--- config.mk ---
export PLATFORM = sky130hd
export DESIGN_NAME = noc_vc_input_buffer
export DESIGN_NICKNAME = d
export VERILOG_FILES = /design/src/rtl/noc_vc_input_buffer.sv
export SDC_FILE = /design/constraint.sdc
export NUM_CORES = 1
export LEC_CHECK = 0
export BUFFER_PORTS_ARGS = -buffer_cell sky130_fd_sc_hd__buf_2
export CAP_MARGIN = 20
export CORE_ASPECT_RATIO = 2
export CORE_MARGIN = 3
export CORE_UTILIZATION = 50
export CTS_BUF_LIST = sky130_fd_sc_hd__clkbuf_8
export DETAILED_ROUTE_END_ITERATION = 7
export PLACE_DENSITY_LB_ADDON = 0.2
export SLEW_MARGIN = 40
export SYNTH_ARGS = -nofsm -noshare
export SYNTH_HDL_FRONTEND = slang
export SYNTH_SLANG_ARGS = --single-unit
--- constraint.sdc ---
create_clock -name clk -period 5.1 [get_ports clk]
set_input_delay 1.02 -clock clk [delete_from_list [all_inputs] [get_ports clk]]
set_output_delay 1.02 -clock clk [all_outputs]
set_load 0.05 [all_outputs]
--- src/rtl/noc_vc_input_buffer.sv ---
// Router input unit: per-VC flit FIFOs with head-flit presentation, per-VC
// buffer/VC-allocation flow control and a sticky protocol error flag.
module noc_vc_input_buffer #(
  parameter int unsigned VC_NUM     = 4,
  parameter int unsigned DATA_WIDTH = 64,
  parameter int unsigned DEPTH      = 4
) (
  input  logic                         clk,
  input  logic                         rst,
  input  logic [VC_NUM-1:0]            in_valid,
  output logic [VC_NUM-1:0]            in_ready,
  input  logic [DATA_WIDTH-1:0]        in_flit,
  output logic [VC_NUM-1:0]            in_vc_ready,
  input  logic                         in_is_header,
  input  logic                         in_is_tail,
  output logic [VC_NUM-1:0]            out_valid,
  input  logic [VC_NUM-1:0]            out_ready,
  output logic [VC_NUM*DATA_WIDTH-1:0] out_flit,
  output logic [VC_NUM-1:0]            out_is_header,
  output logic [VC_NUM-1:0]            out_is_tail,
  output logic                         err
);

  localparam int unsigned PTR_W = $clog2(DEPTH);
  localparam int unsigned CNT_W = $clog2(DEPTH + 1);
  localparam int unsigned ENT_W = DATA_WIDTH + 2;

  typedef enum logic [1:0] {
    IDLE   = 2'd0,
    ACTIVE = 2'd1,
    DRAIN  = 2'd2
  } vc_state_e;

  vc_state_e        state     [VC_NUM];
  vc_state_e        state_nxt [VC_NUM];
  logic [PTR_W-1:0] wr_ptr    [VC_NUM];
  logic [PTR_W-1:0] rd_ptr    [VC_NUM];
  logic [CNT_W-1:0] count     [VC_NUM];
  logic [ENT_W-1:0] mem       [VC_NUM][DEPTH];

  logic [VC_NUM-1:0] wr_en;
  logic [VC_NUM-1:0] rd_en;
  logic [VC_NUM-1:0] hdr_ok;
  logic              multi;
  logic              err_nxt;

  // Flow control and head-flit presentation from registered FIFO state
  always_comb begin
    in_ready      = '0;
    in_vc_ready   = '0;
    out_valid     = '0;
    out_flit      = '0;
    out_is_header = '0;
    out_is_tail   = '0;
    for (int unsigned v = 0; v < VC_NUM; v++) begin
      in_ready[v]    = count[v] < CNT_W'(DEPTH);
      in_vc_ready[v] = (state[v] == IDLE) && (count[v] == '0);
      out_valid[v]   = count[v] != '0;
      if (out_valid[v]) begin
        out_flit[v*DATA_WIDTH +: DATA_WIDTH] = mem[v][rd_ptr[v]][DATA_WIDTH-1:0];
        out_is_header[v] = mem[v][rd_ptr[v]][DATA_WIDTH+1];
        out_is_tail[v]   = mem[v][rd_ptr[v]][DATA_WIDTH];
      end
    end
  end

  // Write qualification: a flit is stored only if it breaks no protocol rule
  always_comb begin
    multi = |(in_valid & (in_valid - VC_NUM'(1)));
    for (int unsigned v = 0; v < VC_NUM; v++) begin
      hdr_ok[v] = (state[v] == IDLE) ? in_is_header : !in_is_header;
      wr_en[v]  = in_valid[v] && in_ready[v] && hdr_ok[v] && !multi;
      rd_en[v]  = out_valid[v] && out_ready[v];
    end
    err_nxt = err | multi | (|(in_valid & ~in_ready))
            | (|(in_valid & in_ready & ~hdr_ok));
  end

  // VC packet state: DRAIN lasts until the buffered tail leaves
  always_comb begin
    for (int unsigned v = 0; v < VC_NUM; v++) begin
      state_nxt[v] = state[v];
      case (state[v])
        IDLE:    if (wr_en[v]) state_nxt[v] = in_is_tail ? DRAIN : ACTIVE;
        ACTIVE:  if (wr_en[v] && in_is_tail) state_nxt[v] = DRAIN;
        DRAIN:   if (rd_en[v] && out_is_tail[v]) state_nxt[v] = IDLE;
        default: state_nxt[v] = IDLE;
      endcase
    end
  end

  always_ff @(posedge clk) begin
    if (rst) begin
      err <= 1'b0;
      for (int unsigned v = 0; v < VC_NUM; v++) begin
        state[v]  <= IDLE;
        wr_ptr[v] <= '0;
        rd_ptr[v] <= '0;
        count[v]  <= '0;
      end
    end else begin
      err <= err_nxt;
      for (int unsigned v = 0; v < VC_NUM; v++) begin
        state[v] <= state_nxt[v];
        count[v] <= count[v] + CNT_W'(wr_en[v]) - CNT_W'(rd_en[v]);
        if (wr_en[v]) wr_ptr[v] <= wr_ptr[v] + PTR_W'(1);
        if (rd_en[v]) rd_ptr[v] <= rd_ptr[v] + PTR_W'(1);
      end
    end
  end

  // Storage needs no reset: visibility is gated by count
  always_ff @(posedge clk) begin
    for (int unsigned v = 0; v < VC_NUM; v++) begin
      if (wr_en[v]) mem[v][wr_ptr[v]] <= {in_is_header, in_is_tail, in_flit};
    end
  end

endmodule

* Yosys cells after proc, flatten, opt, wreduce, memory -nomap -nowiden
Memory sizes are Yosys's and may differ from the RTL's.
Cells that the tools add are included.
Widths: inputs -> output; s select.
** Storage, ports and cells
- Bits in registers :: 1
- Memory bits (writable) :: 1092
- Input port bits :: 76
- Output and inout bits :: 277
- Word-level logic and storage cells :: 241
- Memories kept :: 5
** Memories
- mem :: depth 4, width 264, read ports 4, clocked after Yosys merged registers in 0, wr ports 1, line 39 : logic [ENT_W-1:0] mem [VC_NUM][DEPTH];
- count :: depth 4, width 3, read ports 4, clocked after Yosys merged registers in 0, wr ports 4, line 38 : logic [CNT_W-1:0] count [VC_NUM];
- rd_ptr :: depth 4, width 2, read ports 4, clocked after Yosys merged registers in 0, wr ports 4, line 37 : logic [PTR_W-1:0] rd_ptr [VC_NUM];
- state :: depth 4, width 2, read ports 4, clocked after Yosys merged registers in 0, wr ports 4, line 34 : vc_state_e state [VC_NUM];
- wr_ptr :: depth 4, width 2, read ports 4, clocked after Yosys merged registers in 0, wr ports 4, line 36 : logic [PTR_W-1:0] wr_ptr [VC_NUM];
** Operators by class
- Add/subtract/negate cells :: 17
- $lt $le $gt $ge :: 16
- Equal/unequal tests :: 8
- Muxes and demuxes :: 109
- Bitwise operators :: 33
- Reduce and logical (&&, ||, !) cells :: 52
** Operators by type and width (number)
- $mux 264 :: 10
- $mux 66 :: 12
- $reduce_or 264->1 :: 3
- $bmux 66 s2 :: 4
- $demux 66 s2 :: 4
- $mux 64 :: 4
- $mux 2 :: 28
- $mux 1 :: 39
- $logic_and 1x1->1 :: 32
- $ge 3x3->1 const B :: 8
- $not 2->3 :: 8
- $pmux 2 s3 :: 4
- $or 1x1->1 :: 19
- $add 2x1->2 const B :: 8
- $and 4x4->4 :: 4
- $add 3x1->3 :: 4
- $logic_not 3->1 :: 4
- $lt 3x1->1 const B :: 4
- $lt 3x3->1 const B :: 4
- $mux 3 :: 4
- $reduce_bool 3->1 :: 4
- $reduce_or 4->1 :: 3
- $sub 3x1->3 :: 4
- $eq 2x1->1 const B :: 4
- 5 further kinds :: 13

* Longest topological paths before layout
- Depth after elaboration :: 11
- Mapped depth :: 12
- Mapped depth without buffers :: 11

* Worst setup path before layout
Ideal clock, no wire load.
- Path type :: input -> register
- Start :: input port in_valid[2]
- End :: memory mem[0][0] (netlist name) (enable)
- Setup time :: 0.431 ns
- Arrival :: 3.520 ns
- Required time :: 4.669 ns
- Path slack :: 1.149 ns
- Cell stages on the path :: 5
- Buffers on the path :: 1
- Path through :: maj3_1 nor2_4 and4_1 buf_6 and2_1
** Between the ends
- Cells in the longest elaborated chain, start to end :: 11
- Elaborated cells on any way between the ends :: 27
- Those cells by class :: 1 x add/sub; 14 x mux; 1 x bitwise; 11 x reduce/logical
** Ends and longest elaborated chain
- from (decl) :: line 10 : input logic [VC_NUM-1:0] in_valid,
- $sub 4x1->4 :: line 69 : multi = |(in_valid & (in_valid - VC_NUM'(1)));
- $and 4x4->4 :: line 69
- $reduce_or 4->1 :: line 69
- $logic_not 1->1 :: line 72 : wr_en[v] = in_valid[v] && in_ready[v] && hdr_ok[v] && !multi;
- $logic_and 1x1->1 :: line 72
- $mux 1 :: line 115 : if (wr_en[v]) mem[v][wr_ptr[v]] <= {in_is_header, in_is_tail, in_flit};
- $mux 264 (implied by the code) :: line 115
- $reduce_or 264->1 (no source line)
- $mux 2 (no source line) / $mux 264 (equally long branches) (3 in series)
- to (decl) :: line 39
Several ways; a longest one is shown, not always the timed one.

==> results.toml <==
[clocking]
clockBufferDepth = 3
clock_latency_ns = 0.79
cts_sinks = 1093
postCtsResizedCells = 0
cts_tree = "yes"
clock-root-buffer = "clkbuf_8"
h-tree-depth = 4
post_cts_buffers = 0
cts_buffers = 152
clk_pin_slew_worst_paths_ns = 0.06
ctsHoldBuffers = 0

[global_route]
grt_pass1_vias = 22000
grt_pass1_wl_um = 148000
grt_max_degree = 71
grt_usage = 0.232
grt_overflow = 0
grt_antenna_before_repair = 7

[final_layout]
syn_to_final_growth_pct = 14.9
fin_cells = 3536
drive_gt1_frac = 0.357
fillers = 6076
layout_commonest_cell = "edfxtp_1"
regArea_mm2 = 0.0326
final_util = 0.582
multi_input_area_mm2 = 0.00891
layout_common_cells = "edfxtp_1 (1072), buf_2 (352), mux4_2 (264), and2_1 (264), clkbuf_8 (160)"
nets = 2474
stdcell_area_mm2 = 0.0483

[routing]
viasPerCell = 5.80
wl_um = 100000
vias = 20500
post_drt_wl_per_cell_um = 28.3
ant_nets = 0
drtIter0Drc = 1663
drc = 0
drtPass1Iterations = 5

[synth]
yosysWarnings = 0
synth_area_leaders = "edfxtp_1 (77%), mux4_2 (14%), and2_1 (4.0%)"
yosysTopAreaCellShare = 0.766
synth_fp_nets = 2019
synth_area_per_cell_um2 = 22.0
synthCells = 1915
netlist_area_mm2 = 0.0420
synthArstFlopShare = 0
yosysSeqAreaShare = 0.776
synth-seq-cells = 1093
synth_cell_types = 47
synth_edf_count = 1072
ys_dominant_reg_cell = "edfxtp_1"
synth_area_leader_cell = "edfxtp_1"

[critical_path]
crit_type = "flip-flop to primary output"
critPathArrivalTime_ns = 2.83
reg2reg_to = "count[0][2]"
ff2ff_path_depth = 11
cp.required_ns = 4.08
critPathCaptureType = "primary output"
cp_max_fo = 68
worstReg2RegStart = "count[0][2]"
start_kind = "flip-flop"
regToRegSetupSlack_ns = 2.21

[floorplan]
ios = 353
die_h_um = 416
core-area_mm2 = 0.0830
fp.dieW_um = 211
floorplan.initialDensity = 0.507
num_rows = 149
die_area_mm2 = 0.0878

[worst_hold_path]
min_from = "state[2][1]"
hold_path_class = "flip-flop to flip-flop"
hold_depth = 2
hold_path_end = "state[2][1]"

[power]
power_mw = 26.6
p_leak_nw = 16.3
p_per_area_mw_per_mm2 = 551
irDropWorstVdd_uv = 639

[placed_design]
dpl.hpwl_um = 63900
port_buffers = 352
dp.cells = 3273
place_congestion = 0.766
dp_slack_ns = 1.59
placed_cell_area_mm2 = 0.0455

[timing]
hold_viol = 0
slew_viol_final = 0
fin_skew_ns = 0.0303
tns_ns = 0
holdWs_ns = 0.518
setup_violations = 0
setup_slack_ns = 1.25
rsz0062_at_grt = "false"
tightest_slew_ns = 0.861
fmax_ghz = 0.260
period_share = 0.754
slew_headroom = 0.426
fin_crit_ns = 3.85

[run_status]
status = "finished, final reports clean"

[run]
drv_cap = 0
[report_power, final]
group	internal [mW]	leakage, nW	switching [mW]
Clock	3.13	1.56	3.15
Combinational	2.70	4.91	7.53
Sequential	10.0	9.85	0.0896
[final cells by class]
type                    count  area share
flip-flops and latches   1093       0.675
inverters                  34     0.00269
clock buffers             159      0.0453
well taps                1057      0.0274
repair buffers            403      0.0533
multi-input cells         686       0.184
clock inverters           101      0.0118
diodes                      3    0.000155
[cell families after synthesis]
family,Yosys count,synth area share
adders and majority gates,29,0.00929
buffers and inverters,136,0.0141
muxes,264,0.141
DFF,1093,0.776
xor gates and xnor gates,13,0.00271
AOI/OAI and AO/OA,22,0.00345
and+or+nand+nor,358,0.0533
[worst max-delay path by stage]
stage                             from             to  depth (start not counted)
after CTS                 rd_ptr[0][0]   out_flit[48]                          4
after global routing      rd_ptr[0][0]    out_flit[9]                          4
after detailed placement   in_valid[0]    mem[1][239]                          5
final                     rd_ptr[1][0]  out_flit[113]                          4
after global placement     in_valid[0]    mem[0][213]                          5
after floorplan            in_valid[2]      mem[0][0]                          5
[metal layers]
metal,wire length (µm),up-vias,global-route usage
met4,2450,2,0.0743
met5,13,-,0
met3,6490,150,0.0418
met1,38400,10900,0.301
li1,-,8636,-
met2,52700,823,0.402
[registers in the layout, indices dropped and copies added (netlist names)]
name and flops:
wr_ptr 8, rd_ptr 8, count 12, state 8, mem 1056, err 1
[synthesized netlist by cell type (8+ instances only)]
cell type     n
edfxtp_1   1072
and2_1      272
mux4_2      264
clkbuf_1     46
inv_1        33
buf_2        29
ha_1         24
dfxtp_1      21
buf_1        18
nor3_1       16
xnor2_1      13
nand2_1       8
nor2b_1       8
or3_1         8
[worst max-delay path, cell delays in order, from the launching register on]
cell      delay, ns
edfxtp_1       0.38
buf_12         0.52
mux4_2         0.69
and2_1         0.20
buf_2          0.20
No activity file was read; power rests on OpenSTA's default activity.
